### src/rtl/light_pattern_gen_pkg.sv
// Shared constants for the note-lane light pattern generator.
// Holds the lane width, the LFSR taps, the level encodings and the default lane seeds.
package light_pattern_gen_pkg;

    localparam int WIDTH_DEF = 17;

    // Taps for x^8+x^6+x^5+x^4+1 on a left-shifting register (bits 7,5,4,3).
    localparam logic [7:0] LFSR_TAPS = 8'hB8;

    localparam logic [1:0] SEL_L1   = 2'b00;
    localparam logic [1:0] SEL_L12  = 2'b01;
    localparam logic [1:0] SEL_L123 = 2'b11;

    localparam logic [7:0] SEED1_DEF = 8'h01;
    localparam logic [7:0] SEED2_DEF = 8'h5A;
    localparam logic [7:0] SEED3_DEF = 8'hC3;

    function automatic logic [7:0] lfsr_next(input logic [7:0] v);
        return {v[6:0], ^(v & LFSR_TAPS)};
    endfunction

endpackage

### src/rtl/light_pattern_gen_lfsr8.sv
// 8-bit Fibonacci LFSR for one note lane.
// The register loads its seed on reset and advances only when adv is high.
module lfsr8
    import light_pattern_gen_pkg::*;
(
    input  logic       clk,
    input  logic       reset,
    input  logic [7:0] seed,
    input  logic       adv,
    output logic [7:0] q
);

    logic [7:0] r_q;

    always_ff @(posedge clk) begin
        if (reset) begin
            r_q <= seed;
        end else if (adv) begin
            r_q <= lfsr_next(r_q);
        end
    end

    assign q = r_q;

endmodule

### src/rtl/light_pattern_gen.sv
// Scrolling three-lane note pattern generator: a divided tick shifts each lane toward the
// strike end while per-lane LFSRs inject new notes, gated by level and mutually exclusive.
module light_pattern_gen
    import light_pattern_gen_pkg::*;
#(
    parameter int         WIDTH    = WIDTH_DEF,
    parameter int         TICK_DIV = 12_500_000,
    parameter logic [7:0] SEED1    = SEED1_DEF,
    parameter logic [7:0] SEED2    = SEED2_DEF,
    parameter logic [7:0] SEED3    = SEED3_DEF
) (
    input  logic             clk,
    input  logic             reset,
    input  logic             enable,
    input  logic             clear,
    input  logic [1:0]       select,
    output logic [WIDTH-1:0] L1,
    output logic [WIDTH-1:0] L2,
    output logic [WIDTH-1:0] L3,
    output logic             step,
    output logic [7:0]       step_count
);

    localparam int              DIV_W    = (TICK_DIV > 1) ? $clog2(TICK_DIV) : 1;
    localparam logic [DIV_W-1:0] DIV_LAST = DIV_W'(TICK_DIV - 1);

    logic [WIDTH-1:0] r_l1, r_l2, r_l3;
    logic [DIV_W-1:0] r_div;
    logic             r_step;
    logic [7:0]       r_step_count;

    logic [7:0] w_lfsr1, w_lfsr2, w_lfsr3;
    logic       w_step_edge, w_adv;
    logic       w_lane2_on, w_lane3_on;
    logic       w_n1, w_n2, w_n3;
    logic       w_unused_lfsr_hi;

    // LFSRs keep running across clear so the note sequence is not replayed after a flush.
    lfsr8 u_lfsr1 (.clk(clk), .reset(reset), .seed(SEED1), .adv(w_adv), .q(w_lfsr1));
    lfsr8 u_lfsr2 (.clk(clk), .reset(reset), .seed(SEED2), .adv(w_adv), .q(w_lfsr2));
    lfsr8 u_lfsr3 (.clk(clk), .reset(reset), .seed(SEED3), .adv(w_adv), .q(w_lfsr3));

    assign w_unused_lfsr_hi = ^{w_lfsr1[7:2], w_lfsr2[7:2], w_lfsr3[7:2]};

    always_comb begin
        w_step_edge = enable && (r_div == DIV_LAST);
        w_adv       = w_step_edge && !clear;
        w_lane2_on  = (select == SEL_L12) || (select == SEL_L123);
        w_lane3_on  = (select == SEL_L123);
        // Lower lanes win, and a lane never takes a note right behind its previous one.
        w_n1 = (w_lfsr1[1:0] == 2'b00) && !r_l1[0];
        w_n2 = (w_lfsr2[1:0] == 2'b00) && w_lane2_on && !r_l2[0] && !w_n1;
        w_n3 = (w_lfsr3[1:0] == 2'b00) && w_lane3_on && !r_l3[0] && !w_n1 && !w_n2;
    end

    always_ff @(posedge clk) begin
        if (reset) begin
            r_l1         <= '0;
            r_l2         <= '0;
            r_l3         <= '0;
            r_div        <= '0;
            r_step       <= 1'b0;
            r_step_count <= 8'd0;
        end else if (clear) begin
            r_l1   <= '0;
            r_l2   <= '0;
            r_l3   <= '0;
            r_div  <= '0;
            r_step <= 1'b0;
        end else if (w_step_edge) begin
            r_l1         <= {r_l1[WIDTH-2:0], w_n1};
            r_l2         <= {r_l2[WIDTH-2:0], w_n2};
            r_l3         <= {r_l3[WIDTH-2:0], w_n3};
            r_div        <= '0;
            r_step       <= 1'b1;
            r_step_count <= r_step_count + 8'd1;
        end else begin
            r_step <= 1'b0;
            if (enable) begin
                r_div <= r_div + 1'b1;
            end
        end
    end

    assign L1         = r_l1;
    assign L2         = r_l2;
    assign L3         = r_l3;
    assign step       = r_step;
    assign step_count = r_step_count;

endmodule
### config.mk
export PLATFORM = sky130hd
export DESIGN_NAME = light_pattern_gen
export DESIGN_NICKNAME = d
export VERILOG_FILES = /design/src/rtl/light_pattern_gen_pkg.sv /design/src/rtl/light_pattern_gen_lfsr8.sv /design/src/rtl/light_pattern_gen.sv
export SDC_FILE = /design/constraint.sdc
export NUM_CORES = 1
export LEC_CHECK = 0
export BUFFER_PORTS_ARGS = -buffer_cell sky130_fd_sc_hd__buf_2
export CAP_MARGIN = 20
export CORE_UTILIZATION = 25
export DETAILED_ROUTE_END_ITERATION = 7
export SYNTH_ARGS = -nofsm -noshare
export SYNTH_HDL_FRONTEND = slang
export SYNTH_SLANG_ARGS = --single-unit
### constraint.sdc
create_clock -name clk -period 2.91 [get_ports clk]
set_input_delay 0.582 -clock clk [delete_from_list [all_inputs] [get_ports clk]]
set_output_delay 0.582 -clock clk [all_outputs]
set_load 0.03 [all_outputs]
==> results_dict.tcl, run 1 <==
set metrics [dict create \
    outcome "completed" \
    die_area_um2 17160 \
    cts_made_buffers 9 \
    root_buffer "clkbuf_16" \
    grt_pass1_vias 3157 \
    ant_nets 0 \
    cts_tree "built" \
    vias 3407 \
    syn_area_per_cell_um2 9.974 \
    ys_seq_elements 108 \
    drive_above_1_share_pct 20.00 \
    io_pins 66 \
    drv_cap 0 \
    finClkSkew_ps 7.666 \
    drtPass1Iterations 4 \
    antenna_cells 0 \
    arrival_ps 2690 \
    routabilityCongestion 0.7749 \
    p_total_mw 2.720 \
    routed_wl_um 9170 \
    post_drt_via_cell_ratio 4.931 \
    io_buffers 65 \
    tns_ps 0 \
    die_h_um 131.0 \
    nNetsFinal 478 \
    grt_overflow_total 0 \
    fin_crit_ps 2451 \
    max-vdd-ir-drop_uv 247.5 \
    hp-class "reg -> reg" \
    synthesis.nets 425 \
    report.final.slew_viol_count 0 \
    rows 46 \
    die_w_um 131.0 \
    ys_types 37 \
    period_share_pct 84.24 \
    cts_max_path_buffers 2 \
    post-cts-setup-buffers 0 \
    cts_resized 0 \
    clock.fmax_mhz 407.9 \
    hpwl_um 6008 \
    netlist_instances 417 \
    cts.sinks 108 \
    drcViolationCount 0 \
    yosysWarnings 0 \
    power.leakage_nw 1.790 \
    tightest_slew_ps 965.9 \
    powerDensity_nw_per_um2 544.1 \
    syn2layout_area_growth_pct 20.19 \
    post_drt_wl_per_cell_um 13.27 \
    critPathMaxFanout 51 \
    grt_pass1_wl_um 15280 \
    antenna_found_initial 0 \
    setup_viol 0 \
    startpoint_type "flip-flop" \
    grt_max_degree 53 \
    end_kind "flip-flop" \
    yosysSeqAreaShare_pct 51.99 \
    worstPathRequired_ps 3150 \
    holdBufCountCts 0 \
    drt_iter0_markers 196 \
    core_um2 16060 \
    clk_pin_slew_ps 70 \
    critPathKind "reg -> reg" \
    rsz0062_at_grt "no" \
    relSlewSlack_pct 35.61 \
    grt_usage_pct 11.08 \
    cts_htree_levels 3 \
    netlist_area_um2 4159 \
    start_util_pct 25.90 \
    final_hold_viol_count 0 \
    clk_latency_ps 340 \
]
==> cells in the mapped netlist <==
library cell	instances	share of area, %
a22o_1	51	11
buf_6	1	0.27
or3_1	8	1.2
clkinv_1	1	0.090
and2_1	1	0.15
nand2_1	11	0.99
nand3b_1	2	0.36
or4b_1	1	0.24
nand4b_1	2	0.42
nor3_1	9	1.1
nor2_1	20	1.8
o31ai_1	10	1.8
a31oi_1	1	0.15
o21ai_0	21	2.5
xor2_1	3	0.63
dfxtp_1	108	52
or4_4	2	0.54
a21oi_1	31	3.7
mux2i_1	1	0.24
nand3_1	8	0.96
o21ai_1	1	0.12
and3_1	3	0.45
nand4_1	25	3.8
nor3_2	1	0.24
or4_1	14	2.5
o21a_1	8	1.4
a211o_1	9	1.9
or2_1	1	0.15
xnor2_1	20	4.2
clkbuf_1	21	1.9
inv_1	4	0.36
nor4_2	1	0.30
or4b_2	1	0.24
nor4_1	4	0.60
buf_2	9	1.1
ha_1	2	0.60
nor3b_1	1	0.18
==> worst max-delay path, cell delays in order (launching register included) <==
cell	delay (ps)
dfxtp_1	380
ha_1	200
nand4_1	230
or4_1	610
o21a_2	530
a22o_1	360
==> cell type report <==
class / instances / area, um2
Multi-Input combinational cell: 273 / 1851
Clock inverter: 6 / 60.06
Sequential cell: 108 / 2162
Timing Repair Buffer: 73 / 397.9
Inverter: 5 / 18.77
Clock buffer: 10 / 239.0
Tap cell: 216 / 270.3
Fill cell: 1682 / 11060
==> worst paths after layout <==
path / startpoint / end / slack (ps) / cells past startpoint
max: r_div[0]$_SDFFE_PP0P_ / L2[15]$_SDFFE_PP0P_ / 460 / 5
min: u_lfsr2.q[2]$_SDFFE_PP0P_ / u_lfsr2.q[3]$_SDFFE_PP1P_ / 470 / 1
min reg2reg: u_lfsr2.q[2]$_SDFFE_PP0P_ / u_lfsr2.q[3]$_SDFFE_PP1P_ / 470 / 1
max reg2reg: r_div[0]$_SDFFE_PP0P_ / L2[15]$_SDFFE_PP0P_ / 460 / 5
==> power by group <==
part	leakage (nW)	total, mW	switching (mW)	internal [mW]
Combinational	0.771	0.0397	0.0316	0.00814
Sequential	0.870	1.48	0.000956	1.48
Clock	0.149	1.20	0.573	0.629
==> stage by stage <==
step           hold slack [ps]  area [um2]  utilization [%]  setup WS [ps]  std cells
6_report                 472.3        4999            31.13          458.5        691
5_1_grt                  492.5        4999            31.13          321.2        691
4_1_cts                  472.1        4999            31.13          438.5        691
3_5_place_dp             447.1        4700            29.27          296.7        675
3_3_place_gp             440.4        4700            29.27          347.9        675
2_1_floorplan            428.7        4159                -          546.1        417
==> cell usage in the layout (no fill, tap or decap), types with 2 or more instances in the layout <==
cell         n
o31ai_1     10
a22o_1      51
nand3b_1     2
o21a_1       7
o21ai_0     21
or3_1        8
clkbuf_16    9
nand2_1     11
nor2_1      20
xor2_1       3
and3_1       3
xnor2_1     20
or4_1       14
buf_2       65
nand4b_1     2
nor4_1       4
nor3_1       9
clkinv_4     2
inv_8        3
ha_1         2
a211o_1      9
nand3_1      8
buf_4        7
or4_4        2
inv_1        4
nand4_1     25
dfxtp_1    108
a21oi_1     31
==> layer usage <==
metal	global-route usage, %	part of all wire, %	vias up
met5	0	0	-
met4	2.366	0.56	0
met1	14.86	49	1632
met2	17.58	44	90
li1	-	-	1680
met3	3.217	6.0	5
==> sequential cells by signal, indices dropped and copies added (netlist names) <==
signal      cells
u_lfsr2.q       8
step_count      8
L1             17
L3             17
step            1
u_lfsr3.q       8
u_lfsr1.q       8
L2             17
r_div          24
==> logic make-up (layout without fill, tap and decap cells) <==
group           Yosys count  in the layout  share of synthesized area (%)
xor+xnor                 23             23                          4.844
compound gates          132            132                          22.41
fa+ha+maj                 2              2                         0.6016
flops                   108            108                          51.99
buf+inv                  36             94                          3.700
simple gates            115            115                          16.22
mux                       1              1                         0.2407
Note: power is estimated with default switching activity, not from simulation.
==> run 2: changes to the inputs <==
- clock period: 2.91 -> 2 ns (I/O delays scaled with it)
==> results_dict.tcl, run 2 (same netlist as run 1, synthesis figures left out) <==
set metrics [dict create \
    outcome "finished, violations left" \
    violations "setup timing" \
    finClkSkew_ps 6.402 \
    tightest_slew_ps 495.6 \
    grt_pass1_vias 3485 \
    io_buffers 65 \
    holdBufCountCts 0 \
    die_h_um 131.0 \
    switching_power_mw 0.9464 \
    setup_viol 91 \
    internal-power_mw 3.217 \
    routed_wl_um 11670 \
    cts_htree_levels 3 \
    cts_made_buffers 9 \
    antenna_found_initial 0 \
    drv_cap 0 \
    start_util_pct 25.90 \
    clk_latency_ps 350 \
    relSlewSlack_pct 66.76 \
    root_buffer "clkbuf_16" \
    placed_cell_area_um2 5079 \
    critPathKind "reg -> reg" \
    pwr-share-comb_pct 2.6 \
    critPathMaxFanout 5 \
    clkPwrFrac_pct 45.8 \
    power.leakage_nw 2.223 \
    cts.sinks 108 \
    post_drt_wl_per_cell_um 15.48 \
    power_frac_seq_pct 51.7 \
    cts_max_path_buffers 2 \
    final_hold_viol_count 0 \
    grt_pass1_wl_um 16530 \
    die_w_um 131.0 \
    fin_crit_ps 2154 \
    clk_pin_slew_ps 80 \
    regMostFlops "r_div" \
    drtPass1Iterations 5 \
    drcViolationCount 0 \
    hold_ws_ps 426.2 \
    max-vdd-ir-drop_uv 459.2 \
    antenna_cells 0 \
    hp-class "in -> reg" \
    die_area_um2 17160 \
    arrival_ps 2430 \
    drive_above_1_share_pct 35.32 \
    rsz0062_at_grt "yes" \
    layout_common_cells "103 x dfxtp_1, 65 x buf_2, 51 x a22o_1" \
    core_um2 16060 \
    largest_reg_flops 24 \
    startpoint_type "flip-flop" \
    syn2layout_area_growth_pct 41.22 \
    drt_iter0_markers 182 \
    end_kind "flip-flop" \
    grt_overflow_total 0 \
    nNetsFinal 541 \
    worstPathRequired_ps 2280 \
    switching_share_pct 22.73 \
    routabilityCongestion 0.8052 \
    post_drt_via_cell_ratio 5.016 \
    multi_input_comb_area_um2 2018 \
    period_share_pct 107.7 \
    ant_nets 0 \
    cts_tree "built" \
    grt_usage_pct 12.09 \
    report.final.slew_viol_count 0 \
    io_pins 66 \
    fillers 1587 \
    fin_area_um2 5873 \
    vias 3782 \
    hpwl_um 6877 \
    powerDensity_nw_per_um2 708.9 \
    setup_slack_ps -154.3 \
    rows 46 \
    grt_max_degree 53 \
    clock.fmax_mhz 464.2 \
    ff_latch_area_um2 2168 \
    layout_commonest_cell "dfxtp_1" \
    reg2reg_setup_slack_ps -150 \
]
==> run 2: final cells by class <==
cell class | instances | share of cell area, %
clock inverters | 7 | 1.704
clock buffers | 9 | 3.835
repair buffers | 134 | 18.26
flip-flops and latches | 108 | 36.92
inverters | 5 | 0.3196
multi-input cells | 275 | 34.36
well taps | 216 | 4.602
==> run 2: worst max-delay path, cell delays in order, from the launching register on <==
cell and delay (ps):
dfxtp_2 330, or4_4 560, buf_4 170, or4_4 460, or4_4 420, a21oi_1 150
==> run 2: power groups by stage <==
stage | sequential, mW | clock, mW | combinational (mW)
after floorplan | 2.20 | 0 | 0.0494
after global placement | 2.20 | 0 | 0.0739
after detailed placement | 2.20 | 0 | 0.0763
after CTS | 2.15 | 1.96 | 0.0786
after global routing | 2.15 | 2.04 | 0.115
final | 2.15 | 1.91 | 0.108
==> run 2: path summary, 6_finish.rpt <==
| check | from | endpoint | cells past startpoint |
|---|---|---|---|
| max | r_div[22]$_SDFFE_PP0P_ | step_count[2]$_SDFFE_PP0P_ | 5 |
| min | select[0] | L2[0]$_SDFFE_PP0P_ | 3 |
| max reg2reg | r_div[22]$_SDFFE_PP0P_ | step_count[2]$_SDFFE_PP0P_ | 5 |
| min reg2reg | u_lfsr3.q[2]$_SDFFE_PP0P_ | u_lfsr3.q[3]$_SDFFE_PP0P_ | 2 |
==> run 2: repair_timing <==
item                       in CTS  in global routing
buffers inserted                4                  4
setup endpoints to repair      95                108
gates cloned                    2                 11
pin swaps                      12                 12
resized for setup              25                 38
==> run 2: layer usage <==
metal | vias up | GRT usage, % | part of all wire (%)
met4 | 0 | 3.043 | 0.88
li1 | 1819 | - | -
met5 | - | 0 | 0
met3 | 11 | 3.054 | 4.3
met2 | 98 | 20.51 | 48
met1 | 1854 | 15.26 | 47
==> run 2: per-stage QoR <==
| step | setup slack, ps | utilization, % | total power [mW] | instances | setup TNS (ps) |
|---|---|---|---|---|---|
| after floorplan | -127.3 | - | 2.251 | 417 | -8937 |
| after global placement | -94.68 | 31.63 | 2.275 | 718 | -5737 |
| after detailed placement | -121.9 | 31.63 | 2.277 | 718 | -7872 |
| after CTS | -126.6 | 34.39 | 4.193 | 740 | -7105 |
| after global routing | -185.5 | 36.57 | 4.311 | 754 | -11460 |
| final | -154.3 | 36.57 | 4.164 | 754 | -8611 |
